[config.mk]
export PLATFORM = sky130hd
export DESIGN_NAME = cmd_aggregator_flat
export DESIGN_NICKNAME = d
export VERILOG_FILES = /design/src/rtl/cmd_aggregator_pkg.sv /design/src/rtl/cmd_aggregator_if.sv /design/src/rtl/cmd_aggregator_byte_timer.sv /design/src/rtl/cmd_aggregator.sv /design/src/flat_wrapper.sv
export SDC_FILE = /design/constraint.sdc
export NUM_CORES = 1
export LEC_CHECK = 0
export ABC_AREA = 0
export CORE_AREA = 5 5 102 104
export CTS_CLUSTER_SIZE = 12
export DETAILED_ROUTE_END_ITERATION = 10
export DIE_AREA = 0 0 107 109
export PLACE_DENSITY = 0.51
export REMOVE_ABC_BUFFERS = 1
export SETUP_SLACK_MARGIN = 0.1
export SYNTH_ARGS = -nofsm -noshare
export SYNTH_HDL_FRONTEND = slang
export SYNTH_SLANG_ARGS = --single-unit
[constraint.sdc]
create_clock -name clk -period 2 [get_ports clk]
set_input_delay 0.6 -clock clk [delete_from_list [all_inputs] [get_ports clk]]
set_output_delay 0.6 -clock clk [all_outputs]
set_load 0.05 [all_outputs]
[src/rtl/cmd_aggregator_pkg.sv]
// Shared definitions for the UART-to-dispatcher command path: frame size
// and the assembly FSM state encoding.
package cmd_aggregator_pkg;

  localparam int CMD_BYTES = 3;
  localparam int CMD_W     = 8 * CMD_BYTES;

  typedef enum logic [1:0] {
    WAIT_B0 = 2'd0,
    WAIT_B1 = 2'd1,
    WAIT_B2 = 2'd2
  } AggState;

endpackage

[src/rtl/cmd_aggregator_if.sv]
// Byte stream from the UART receiver in, assembled command word and status
// pulses out towards the command dispatcher.
interface cmd_aggregator_if;
  import cmd_aggregator_pkg::*;

  logic [7:0]       rx_data;
  logic             rx_rdy;
  logic             clr_rx_rdy;
  logic [CMD_W-1:0] cmd;
  logic             cmd_rdy;
  logic             clr_cmd_rdy;
  logic             overrun;
  logic             frame_err;

  modport slave (
    input  rx_data, rx_rdy, clr_cmd_rdy,
    output clr_rx_rdy, cmd, cmd_rdy, overrun, frame_err
  );

  modport master (
    output rx_data, rx_rdy, clr_cmd_rdy,
    input  clr_rx_rdy, cmd, cmd_rdy, overrun, frame_err
  );

endinterface

[src/rtl/cmd_aggregator_byte_timer.sv]
// Inter-byte timeout counter: counts enabled cycles since the last clear and
// flags the final cycle of the TO_CYCLES window.
module byte_timer #(
  parameter int TO_CYCLES = 1_000_000
) (
  input  logic clk,
  input  logic rst_n,
  input  logic clr,
  input  logic en,
  output logic expired
);

  localparam int CNT_W = (TO_CYCLES > 2) ? $clog2(TO_CYCLES) : 1;
  localparam logic [CNT_W-1:0] LAST = CNT_W'(TO_CYCLES - 1);

  logic [CNT_W-1:0] cnt;

  always_ff @(posedge clk or negedge rst_n) begin
    if (!rst_n) begin
      cnt <= '0;
    end else if (clr) begin
      cnt <= '0;
    end else if (en) begin
      cnt <= cnt + CNT_W'(1);
    end
  end

  assign expired = en && (cnt == LAST);

endmodule

[src/rtl/cmd_aggregator.sv]
// Collects three UART bytes into a 24-bit command word, hands it to the
// dispatcher, and reports overruns and timed-out partial frames.
module cmd_aggregator
  import cmd_aggregator_pkg::*;
#(
  parameter int TO_CYCLES = 1_000_000
) (
  input  logic              clk,
  input  logic              rst_n,
  cmd_aggregator_if.slave   bus
);

  localparam logic [1:0] ST_WAIT_B0 = WAIT_B0;
  localparam logic [1:0] ST_WAIT_B1 = WAIT_B1;
  localparam logic [1:0] ST_WAIT_B2 = WAIT_B2;

  logic [1:0]       state;
  logic [15:0]      asm_reg;
  logic [CMD_W-1:0] cmd_reg;
  logic             cmd_rdy_reg;
  logic             overrun_reg;
  logic             frame_err_reg;

  logic accept;
  logic complete;
  logic timer_en;
  logic timer_clr;
  logic expired;

  assign accept   = bus.rx_rdy;
  assign complete = accept && (state == ST_WAIT_B2);
  assign timer_en = (state != ST_WAIT_B0);
  // Counter restarts on every byte and after a timeout so it never wraps.
  assign timer_clr = accept || !timer_en || expired;

  byte_timer #(
    .TO_CYCLES (TO_CYCLES)
  ) u_byte_timer (
    .clk     (clk),
    .rst_n   (rst_n),
    .clr     (timer_clr),
    .en      (timer_en),
    .expired (expired)
  );

  always_ff @(posedge clk or negedge rst_n) begin
    if (!rst_n) begin
      state         <= ST_WAIT_B0;
      asm_reg       <= '0;
      cmd_reg       <= '0;
      cmd_rdy_reg   <= 1'b0;
      overrun_reg   <= 1'b0;
      frame_err_reg <= 1'b0;
    end else begin
      overrun_reg   <= 1'b0;
      frame_err_reg <= 1'b0;
      if (bus.clr_cmd_rdy) begin
        cmd_rdy_reg <= 1'b0;
      end
      if (accept) begin
        case (state)
          ST_WAIT_B0: begin
            asm_reg[15:8] <= bus.rx_data;
            state         <= ST_WAIT_B1;
          end
          ST_WAIT_B1: begin
            asm_reg[7:0] <= bus.rx_data;
            state        <= ST_WAIT_B2;
          end
          default: begin
            state <= ST_WAIT_B0;
            // A consume in the completing cycle frees the output register.
            if (!cmd_rdy_reg || bus.clr_cmd_rdy) begin
              cmd_reg     <= {asm_reg, bus.rx_data};
              cmd_rdy_reg <= 1'b1;
            end else begin
              overrun_reg <= 1'b1;
            end
          end
        endcase
      end else if (expired) begin
        state         <= ST_WAIT_B0;
        asm_reg       <= '0;
        frame_err_reg <= 1'b1;
      end
    end
  end

  assign bus.clr_rx_rdy = bus.rx_rdy & rst_n;
  assign bus.cmd        = cmd_reg;
  assign bus.cmd_rdy    = cmd_rdy_reg;
  assign bus.overrun    = overrun_reg;
  assign bus.frame_err  = frame_err_reg;

  logic unused_complete;
  assign unused_complete = complete;

endmodule

[src/flat_wrapper.sv]
// flat-port wrapper written by rule: the top's interface ports become plain ports
module cmd_aggregator_flat import cmd_aggregator_pkg::*;
#(
  parameter int TO_CYCLES = 1_000_000
)
  (clk, rst_n, bus_rx_data, bus_rx_rdy, bus_clr_cmd_rdy, bus_clr_rx_rdy, bus_cmd, bus_cmd_rdy, bus_overrun, bus_frame_err);
  cmd_aggregator_if bus_i ();
  input  logic clk;
  input  logic rst_n;
  input wire logic [$bits(bus_i.rx_data)-1:0] bus_rx_data;
  input wire logic [$bits(bus_i.rx_rdy)-1:0] bus_rx_rdy;
  input wire logic [$bits(bus_i.clr_cmd_rdy)-1:0] bus_clr_cmd_rdy;
  output wire logic [$bits(bus_i.clr_rx_rdy)-1:0] bus_clr_rx_rdy;
  output wire logic [$bits(bus_i.cmd)-1:0] bus_cmd;
  output wire logic [$bits(bus_i.cmd_rdy)-1:0] bus_cmd_rdy;
  output wire logic [$bits(bus_i.overrun)-1:0] bus_overrun;
  output wire logic [$bits(bus_i.frame_err)-1:0] bus_frame_err;
  assign bus_i.rx_data = bus_rx_data;
  assign bus_i.rx_rdy = bus_rx_rdy;
  assign bus_i.clr_cmd_rdy = bus_clr_cmd_rdy;
  assign bus_clr_rx_rdy = bus_i.clr_rx_rdy;
  assign bus_cmd = bus_i.cmd;
  assign bus_cmd_rdy = bus_i.cmd_rdy;
  assign bus_overrun = bus_i.overrun;
  assign bus_frame_err = bus_i.frame_err;
  cmd_aggregator #(.TO_CYCLES(TO_CYCLES)) u_core (.clk(clk), .rst_n(rst_n), .bus(bus_i));
endmodule
## After elaboration in Yosys (flattened, before gate mapping)

Index checks and enable logic that the tools add are counted.

| word-level totals | value |
|---|---|
| flip-flop bits (word level) | 65 |
| word-level logic and storage cells | 47 |
| input port bits | 12 |

| operators by class | value |
|---|---|
| equality and inequality tests | 4 |
| reduce and logical (&&, ||, !) cells | 14 |
| add/sub/neg operators | 1 |
| mux-type cells | 18 |
| bitwise operators | 2 |

Operator list:

| cell | count |
|---|---|
| 2-to-1 mux 20 bit | 2 |
| 2-to-1 mux 16 bit | 2 |
| adder 20 x 1 -> 20 bit, second input constant | 1 |
| == test 20 bit, second input constant | 1 |
| 2-to-1 mux 8 bit | 2 |
| 2-to-1 mux 1 bit | 9 |
| nonzero test 2 bit | 3 |
| 2-to-1 mux 2 bit | 2 |
| != test 2 x 1 -> 1 bit, second input constant | 2 |
| one-hot mux 2 bit (2 select lines) | 1 |
| AND reduction 2 bit | 2 |
| logical OR 1 bit | 3 |
| AND reduction 3 bit | 1 |
| == test 2 x 1 -> 1 bit, second input constant | 1 |
| logical NOT 1 bit | 2 |
| logical NOT 2 bit | 1 |
| OR reduction 2 bit | 1 |
| bitwise AND 1 bit | 1 |
| logical AND 1 bit | 1 |
| inverter 1 bit | 1 |

## Logic depth before layout (Yosys ltp)

Gate-level depths: netlist (run 1).

| depth | value |
|---|---|
| depth after elaboration | 5 |
| gate-level depth with buffers | 6 |
| depth with buffers taken out | 5 |

## Cells and area by module

Synthesis (run 1) repeated with hierarchy kept, for this count alone.

| second synthesis, totals | value |
|---|---|
| cells, all modules | 260 |
| area, all modules | 3057.9 µm² |

Modules (own cells, without submodules):

| module | area each (µm²) | times used | cells an instance |
|---|---|---|---|
| cmd_aggregator | 1961.9 | 1 | 151 |
| byte_timer | 1096.1 | 1 | 109 |

## Least setup slack after synthesis (run 1)

Ideal clock, no wire load.

| path | value |
|---|---|
| kind | input-to-reg |
| start point | in bus_rx_rdy |
| end point | reg u_core.cmd_reg[4] (netlist: u_core.bus.cmd[4]) |
| stages on the path | 6 |
| arrival | 2.047 ns |
| library setup time | 0.125 ns |
| slack | -0.172 ns |
| cell sequence | clkbuf_1 > nand2_1 > nor2b_1 > clkbuf_1 > clkbuf_1 > mux2_2 |

| on the way | value |
|---|---|
| cells in the longest elaborated chain, start to end | 1 |

RTL lines:

| element | RTL line | source |
|---|---|---|
| start: declaration | flat_wrapper.sv:11 | `input wire logic [$bits(bus_i.rx_rdy)-1:0] bus_rx_rdy;` |
| AND reduction 3 bit (no source line) | n/a |  |
| end signal: assignment | cmd_aggregator.sv:74 | `cmd_reg <= {asm_reg, bus.rx_data};` |
| end: declaration | cmd_aggregator.sv:19 | `logic [CMD_W-1:0] cmd_reg;` |

Every way passes these cells.
A chain may end at the register's enable or synchronous reset.

## Worst setup path after layout (run 1)

| path | value |
|---|---|
| start point | reg u_core.u_byte_timer.cnt[12] |
| end point | reg u_core.asm_reg[10] |

| on the way | value |
|---|---|
| cells in the longest elaborated chain, start to end | 4 |

RTL lines:

| element | RTL line | source |
|---|---|---|
| start: declaration | cmd_aggregator_byte_timer.sv:16 | `logic [CNT_W-1:0] cnt;` |
| start signal: assignment | cmd_aggregator_byte_timer.sv:24 | `cnt <= cnt + CNT_W'(1);` |
| == test 20 bit | cmd_aggregator_byte_timer.sv:28 | `assign expired = en && (cnt == LAST);` |
| logical AND 1 bit | cmd_aggregator_byte_timer.sv:28 |  |
| nonzero test 2 bit (no source line) | n/a |  |
| AND reduction 2 bit (no source line) | n/a |  |
| end signal: assignment | cmd_aggregator.sv:63 | `asm_reg[15:8] <= bus.rx_data;` |
| end: declaration | cmd_aggregator.sv:18 | `logic [15:0] asm_reg;` |

Every way passes these cells.

==> results of run 1 <==
layer usage:
metal	vias to the layer above	track usage, %
li1	986	-
met5	-	0
met1	991	14.31
met2	44	19.65
met3	7	3.908
met4	0	3.836
cells in the final DEF, fill, tap and decap left out, drive strengths merged, types with 2 or more instances in the layout:
cell type / instances
a21oi: 3
and2: 2
buf: 57
clkbuf: 9
clkdlybuf4s50: 9
clkinv: 2
dfrtp: 65
inv: 7
mux2: 24
nand2: 42
nand2b: 3
nand3: 7
nand4: 5
nor2: 24
nor3: 8
nor4: 3
o21ai: 20
o31ai: 2
or3: 2
or4: 3
xnor2: 12
xor2: 2
stage by stage:
step	instance area (sq um)	cells
final	3686	436
after global routing	3686	436
after CTS	3662	435
after detailed placement	3402	418
after global placement	3402	418
after floorplan	2709	239
cell families (layout without fill, tap and decap cells):
kind of cell	after synthesis	after routing	synth area share [%]
xor gates and xnor gates	14	14	4.447
buffers and inverters	13	87	2.314
DFF	65	65	58.98
muxes	24	24	9.800
AOI/OAI and AO/OA	27	27	5.898
adders and majority gates	1	1	0.4536
and+or+nand+nor	104	104	18.10
power by group through the flow:
stage / Sequential, mW / Clock (mW) / Combinational (mW)
after floorplan: 2.77 / 0 / 0.534
after detailed placement: 1.99 / 0 / 2.07
after global routing: 2.02 / 1.26 / 2.23
after CTS: 1.97 / 1.19 / 2.11
after global placement: 1.98 / 0 / 2.05
final: 1.96 / 1.14 / 2.10
cell type report:
type                    count  share of cell area, %
repair buffers             67                  15.65
multi-input cells         170                  30.48
clock buffers               9                  3.360
well taps                 114                  3.870
flip-flops and latches     65                  44.13
clock inverters             7                  2.105
inverters                   4                 0.4073
how the worst max path moves through the flow:
stage                              end                   startpoint  slack, ns
global placement     u_core.bus.cmd[2]                   bus_rx_rdy      -0.14
CTS                 u_core.asm_reg[14]  u_core.u_byte_timer.cnt[12]      -0.09
floorplan            u_core.bus.cmd[0]           u_core.bus.cmd_rdy      -0.39
detailed placement   u_core.bus.cmd[2]                   bus_rx_rdy      -0.14
global route         u_core.asm_reg[0]  u_core.u_byte_timer.cnt[12]      -0.14
finish              u_core.asm_reg[10]  u_core.u_byte_timer.cnt[12]      -0.08
timing repair:
item,CTS,global route
resized for setup,24,9
endpoints found under the setup margin,39,38
buffers inserted,2,2
pin swaps,3,3
hold endpoints to repair,0,0
hold buffers,0,0
==> results.sh, run 1 <==
export IMPL_yosys_warnings=0
export IMPL_dp_hpwl_um=4357
export IMPL_die_x_um=107
export IMPL_ys_seq_area_share_pct=58.98
export IMPL_insertion_delay_ns=0.34
export IMPL_syn_area_per_cell_sq_um=11.12
export IMPL_gp_congestion=0.8463
export IMPL_vdd_drop_max_mv=0.4710
export IMPL_nets=330
export IMPL_numPortBuffers=39
export IMPL_synth_seq_cells=65
export IMPL_period_needed_ns=2.083
export IMPL_crit_arrival_ns=2.31
export IMPL_grt_max_degree=66
export IMPL_synthCells=248
export IMPL_drive_above_1_share_pct=36.02
export IMPL_max_stage_delay_ns=0.52
export IMPL_start_util_pct=29.15
export IMPL_fmax_mhz=480.1
export IMPL_row_count=36
export IMPL_path_buf_inv=1
export IMPL_met1Wirelength_um=2814
export IMPL_yosysMostFrequentCell="dfrtp_1"
export IMPL_coreArea_sq_um=9459
export IMPL_firstDrtPassIters=4
export IMPL_avgViaCountPerCell=4.651
export IMPL_cp_num_cells=5
export IMPL_r2r_cells=5
export IMPL_p_total_mw=5.196
export IMPL_cts_buffers_inserted=9
export IMPL_relSlewSlack_pct=45.27
export IMPL_wl_met3_um=337
export IMPL_critPathSlowestCell="or4b_1"
export IMPL_hold_violations=0
export IMPL_reg2reg_slack_ns=-0.08
export IMPL_critical_path_max_fanout=16
export IMPL_grt_pass1_wl_um=10560
export IMPL_cts_buffer_depth=2
export IMPL_worstPathCellList="or4b_1 > or4_4 > nor4_4 > buf_12 > o21ai_0"
export IMPL_p_per_area_nw_per_um2=1410
export IMPL_p_int_mw=3.078
export IMPL_final_core_util_pct=38.97
export IMPL_p_switching_mw=2.118
export IMPL_async_flop_share_pct=100.0
export IMPL_vias=2028
export IMPL_r2r_start="u_core.u_byte_timer.cnt[12]"
export IMPL_antenna_found_initial=0
export IMPL_syn_area_sq_um=2758
export IMPL_clock_sinks=65
export IMPL_cp_start_kind="register"
export IMPL_worstHoldPathType="register to register"
export IMPL_p_comb_share_pct=40.4
export IMPL_tightest_slew_ns=0.8209
export IMPL_leakage_nw=1.586
export IMPL_violations="setup timing"
export IMPL_path_delay_family="simple AND/OR/NAND/NOR gates"
export IMPL_die_height_um=109
export IMPL_ys_top_cells_by_count="dfrtp_1 (65), nand2_1 (42), mux2_2 (24), nor2_1 (24), o21ai_0 (19)"
export IMPL_multiInputGateArea_sq_um=1124
export IMPL_gr_total_overflow=0
export IMPL_tns_ns=-1.605
export IMPL_drt_iter0_drc=60
export IMPL_slew_viol_final=0
export IMPL_skew_ns=0.01280
export IMPL_critPathCaptureType="register"
export IMPL_ctsRootBufferMaster="clkbuf_8"
export IMPL_synth_flop_cell="dfrtp_1"
export IMPL_dr_wl_met2_um=3072
export IMPL_min_period_over_period_pct=104.1
export IMPL_cts_tree="built"
export IMPL_outcome="finished with violations"
export IMPL_gr_usage_all_layers_pct=11.73
export IMPL_ff_latch_area_sq_um=1627
export IMPL_fill_cells=964
export IMPL_cp_required_ns=2.23
export IMPL_switching_share_pct=40.76
export IMPL_crit_type="register to register"
export IMPL_clkPwrFrac_pct=21.9
export IMPL_rsz0062_at_grt="true"
export IMPL_cts_clk_slew_worst_paths_ns=0.08
export IMPL_h_tree_depth=3
export IMPL_hold_start="u_core.asm_reg[8]"
export IMPL_synth_largest_area_cell="dfrtp_1"
export IMPL_synth_cell_type_count=32
export IMPL_seqPwrFrac_pct=37.7
export IMPL_setup_violations=33
export IMPL_syn2layout_area_growth_pct=33.67
export IMPL_routedWlPerCell_um=14.39
export IMPL_synth_top_area_share_pct=58.98
export IMPL_largest_register_ffs=24
export IMPL_antenna_diode_count=0
export IMPL_hold_end="u_core.bus.cmd[16]"
export IMPL_setup_ws_ns=-0.08276
export IMPL_ant_nets=0
export IMPL_r2r_end="u_core.asm_reg[10]"
export IMPL_holdWs_ns=0.5048
export IMPL_synth_edff_count=0
export IMPL_netlist_top_cells_area="dfrtp_1 (59%), mux2_2 (9.8%), nand2_1 (5.7%)"
export IMPL_wl_um=6276
export IMPL_drc_errors=0
export IMPL_die_area_sq_um=11660
export IMPL_maxCapViolations=0
export IMPL_top_layer_used="met4"
export IMPL_whs_path_depth=1
export IMPL_num_io_pins=40
export IMPL_pre_cts_ws_ns=-0.1405
export IMPL_grt_pass1_vias=2099
Note: power is estimated with default switching activity, not from simulation.
==> inputs of run 2 (changes only) <==
==> constraint.sdc (replaced) <==
create_clock -name clk -period 1.9 [get_ports clk]
set_input_delay 0.57 -clock clk [delete_from_list [all_inputs] [get_ports clk]]
set_output_delay 0.57 -clock clk [all_outputs]
set_load 0.05 [all_outputs]
==> run 2 against run 1 <==
The run still ends with setup timing left; clock skew down 0.0015 ns; power up 8.1%; clock-buffer cell count up 1; largest power group unchanged; sequential power up 5%; global-route usage up 0.65 points; critical path depth up 1; clock power up 6%; utilization up 1.3 points; worst hold slack better by 0.0074 ns.
==> results.sh, run 2 (synthesized netlist as in run 1, its figures left out) <==
export IMPL_syn2layout_area_growth_pct=38.02
export IMPL_critPathSlowestCell="or4b_1"
export IMPL_clock_sinks=65
export IMPL_p_total_mw=5.617
export IMPL_path_buf_inv=2
export IMPL_largest_register_ffs=24
export IMPL_avgViaCountPerCell=4.702
export IMPL_routedWlPerCell_um=14.99
export IMPL_rsz0062_at_grt="true"
export IMPL_grt_pass1_wl_um=11180
export IMPL_drc_errors=0
export IMPL_vias=2083
export IMPL_ff_latch_area_sq_um=1627
export IMPL_multiInputGateArea_sq_um=1147
export IMPL_critPathCaptureType="register"
export IMPL_crit_type="register to register"
export IMPL_drt_iter0_drc=68
export IMPL_violations="setup timing"
export IMPL_die_x_um=107
export IMPL_period_needed_ns=2.126
export IMPL_wl_um=6640
export IMPL_antenna_found_initial=0
export IMPL_nets=337
export IMPL_grt_pass1_vias=2202
export IMPL_firstDrtPassIters=4
export IMPL_path_delay_family="simple AND/OR/NAND/NOR gates"
export IMPL_outcome="finished with violations"
export IMPL_start_util_pct=29.15
export IMPL_cp_start_kind="register"
export IMPL_gr_usage_all_layers_pct=12.39
export IMPL_h_tree_depth=3
export IMPL_tightest_slew_ns=0.8434
export IMPL_coreArea_sq_um=9459
export IMPL_cp_num_cells=6
export IMPL_cts_tree="built"
export IMPL_die_area_sq_um=11660
export IMPL_grt_max_degree=66
export IMPL_crit_arrival_ns=2.35
export IMPL_setup_violations=38
export IMPL_gr_total_overflow=0
export IMPL_critical_path_max_fanout=8
export IMPL_antenna_diode_count=0
export IMPL_gp_congestion=0.7239
export IMPL_cts_clk_slew_worst_paths_ns=0.07
export IMPL_row_count=36
export IMPL_drive_above_1_share_pct=37.99
export IMPL_skew_ns=0.01132
export IMPL_final_common_cell="dfrtp_1"
export IMPL_setup_ws_ns=-0.2256
export IMPL_r2r_cells=6
export IMPL_die_height_um=109
export IMPL_cp_required_ns=2.12
export IMPL_p_per_area_nw_per_um2=1476
export IMPL_dp_hpwl_um=4452
export IMPL_maxCapViolations=0
export IMPL_layout_common_cells="dfrtp_1 (65), buf_4 (54), nand2_1 (42), mux2_2 (24), o21ai_1 (18)"
export IMPL_fill_cells=962
export IMPL_whs_path_depth=1
export IMPL_worstPathCellList="or4b_1 > or4_4 > o31ai_4 > buf_6 > buf_12 > nor2_2"
export IMPL_leakage_nw=1.660
export IMPL_hold_violations=0
export IMPL_insertion_delay_ns=0.34
export IMPL_num_io_pins=40
export IMPL_slew_viol_final=0
export IMPL_worstHoldPathType="register to register"
export IMPL_numPortBuffers=39
export IMPL_pre_cts_ws_ns=-0.2193
export IMPL_vdd_drop_max_mv=0.5944
export IMPL_ant_nets=0
export IMPL_min_period_over_period_pct=111.9
export IMPL_cts_buffer_depth=2
export IMPL_relSlewSlack_pct=43.77
export IMPL_ctsRootBufferMaster="clkbuf_8"
export IMPL_fmax_mhz=470.5
export IMPL_max_stage_delay_ns=0.52
export IMPL_cts_buffers_inserted=9
-- run 2: stage by stage --
| stage | cell area (sq um) | util [%] | setup TNS, ns | hold slack [ns] | instances |
|---|---|---|---|---|---|
| 2_1_floorplan | 2709 | - | -22.32 | 0.2744 | 239 |
| 3_3_place_gp | 3422 | 36.18 | -9.831 | 0.4870 | 419 |
| 3_5_place_dp | 3422 | 36.18 | -10.52 | 0.4979 | 419 |
| 4_1_cts | 3761 | 39.76 | -5.439 | 0.5136 | 441 |
| 5_1_grt | 3806 | 40.24 | -9.067 | 0.5329 | 443 |
| 6_report | 3806 | 40.24 | -7.238 | 0.5121 | 443 |
-- run 2: worst reg2reg max path, delay by kind of cell (launching register included) --
kind                   cells  cell delay, ns
AND/OR/NAND/NOR            3            1.02
buffers and inverters      2            0.29
AO/OA/AOI/OAI              1            0.32
flip-flops                 1            0.38
-- run 2: path summary, 6_finish.rpt --
kind                                        startpoint                           to  slack (ns)
min reg2reg                          u_core.bus.cmd[8]            u_core.bus.cmd[8]        0.51
max reg2reg                u_core.u_byte_timer.cnt[12]  u_core.u_byte_timer.cnt[16]       -0.23
max                        u_core.u_byte_timer.cnt[12]  u_core.u_byte_timer.cnt[16]       -0.23
max in group asynchronous                        rst_n  u_core.u_byte_timer.cnt[19]        0.83
min                                  u_core.bus.cmd[8]            u_core.bus.cmd[8]        0.51
min in group asynchronous                        rst_n            u_core.asm_reg[0]        0.52
-- run 2: area by class of cell --
type	count	area share, %
multi-input cells	170	30.14
well taps	114	3.748
clock buffers	10	3.616
clock inverters	6	1.742
repair buffers	74	17.62
inverters	4	0.3945
flip-flops and latches	65	42.74
-- run 2: timing repair --
item | 4_1_cts | 5_1_grt
setup endpoints to repair | 39 | 38
gates cloned | 1 | 0
resized for setup | 28 | 18
buffers inserted | 5 | 2
pin swaps | 7 | 4
hold buffers | 0 | 0
-- run 2: metal layers --
metal / up-vias / GRT usage [%] / part of all wire (%)
met1: 1032 / 16.14 / 47
met3: 6 / 4.559 / 4.7
met4: 0 / 2.740 / 0.63
met2: 44 / 19.83 / 48
met5: - / 0 / 0
li1: 1001 / - / -
-- run 2: power by group --
group	switching, mW	internal [mW]
Sequential	0.232	1.82
Clock	0.564	0.647
Combinational	1.46	0.893
Total	2.26	3.36
==> inputs of run 3 (changes only) <==
--- a/config.mk
+++ b/config.mk
@@ -7,6 +7,7 @@
 export LEC_CHECK = 0
 export ABC_AREA = 0
 export CORE_AREA = 5 5 102 104
+export CTS_BUF_LIST = sky130_fd_sc_hd__clkbuf_4 sky130_fd_sc_hd__clkbuf_8
 export CTS_CLUSTER_SIZE = 12
 export DETAILED_ROUTE_END_ITERATION = 10
 export DIE_AREA = 0 0 107 109
==> results of run 3 <==
The final DEF is identical to that of run 2; final timing and power are the same.
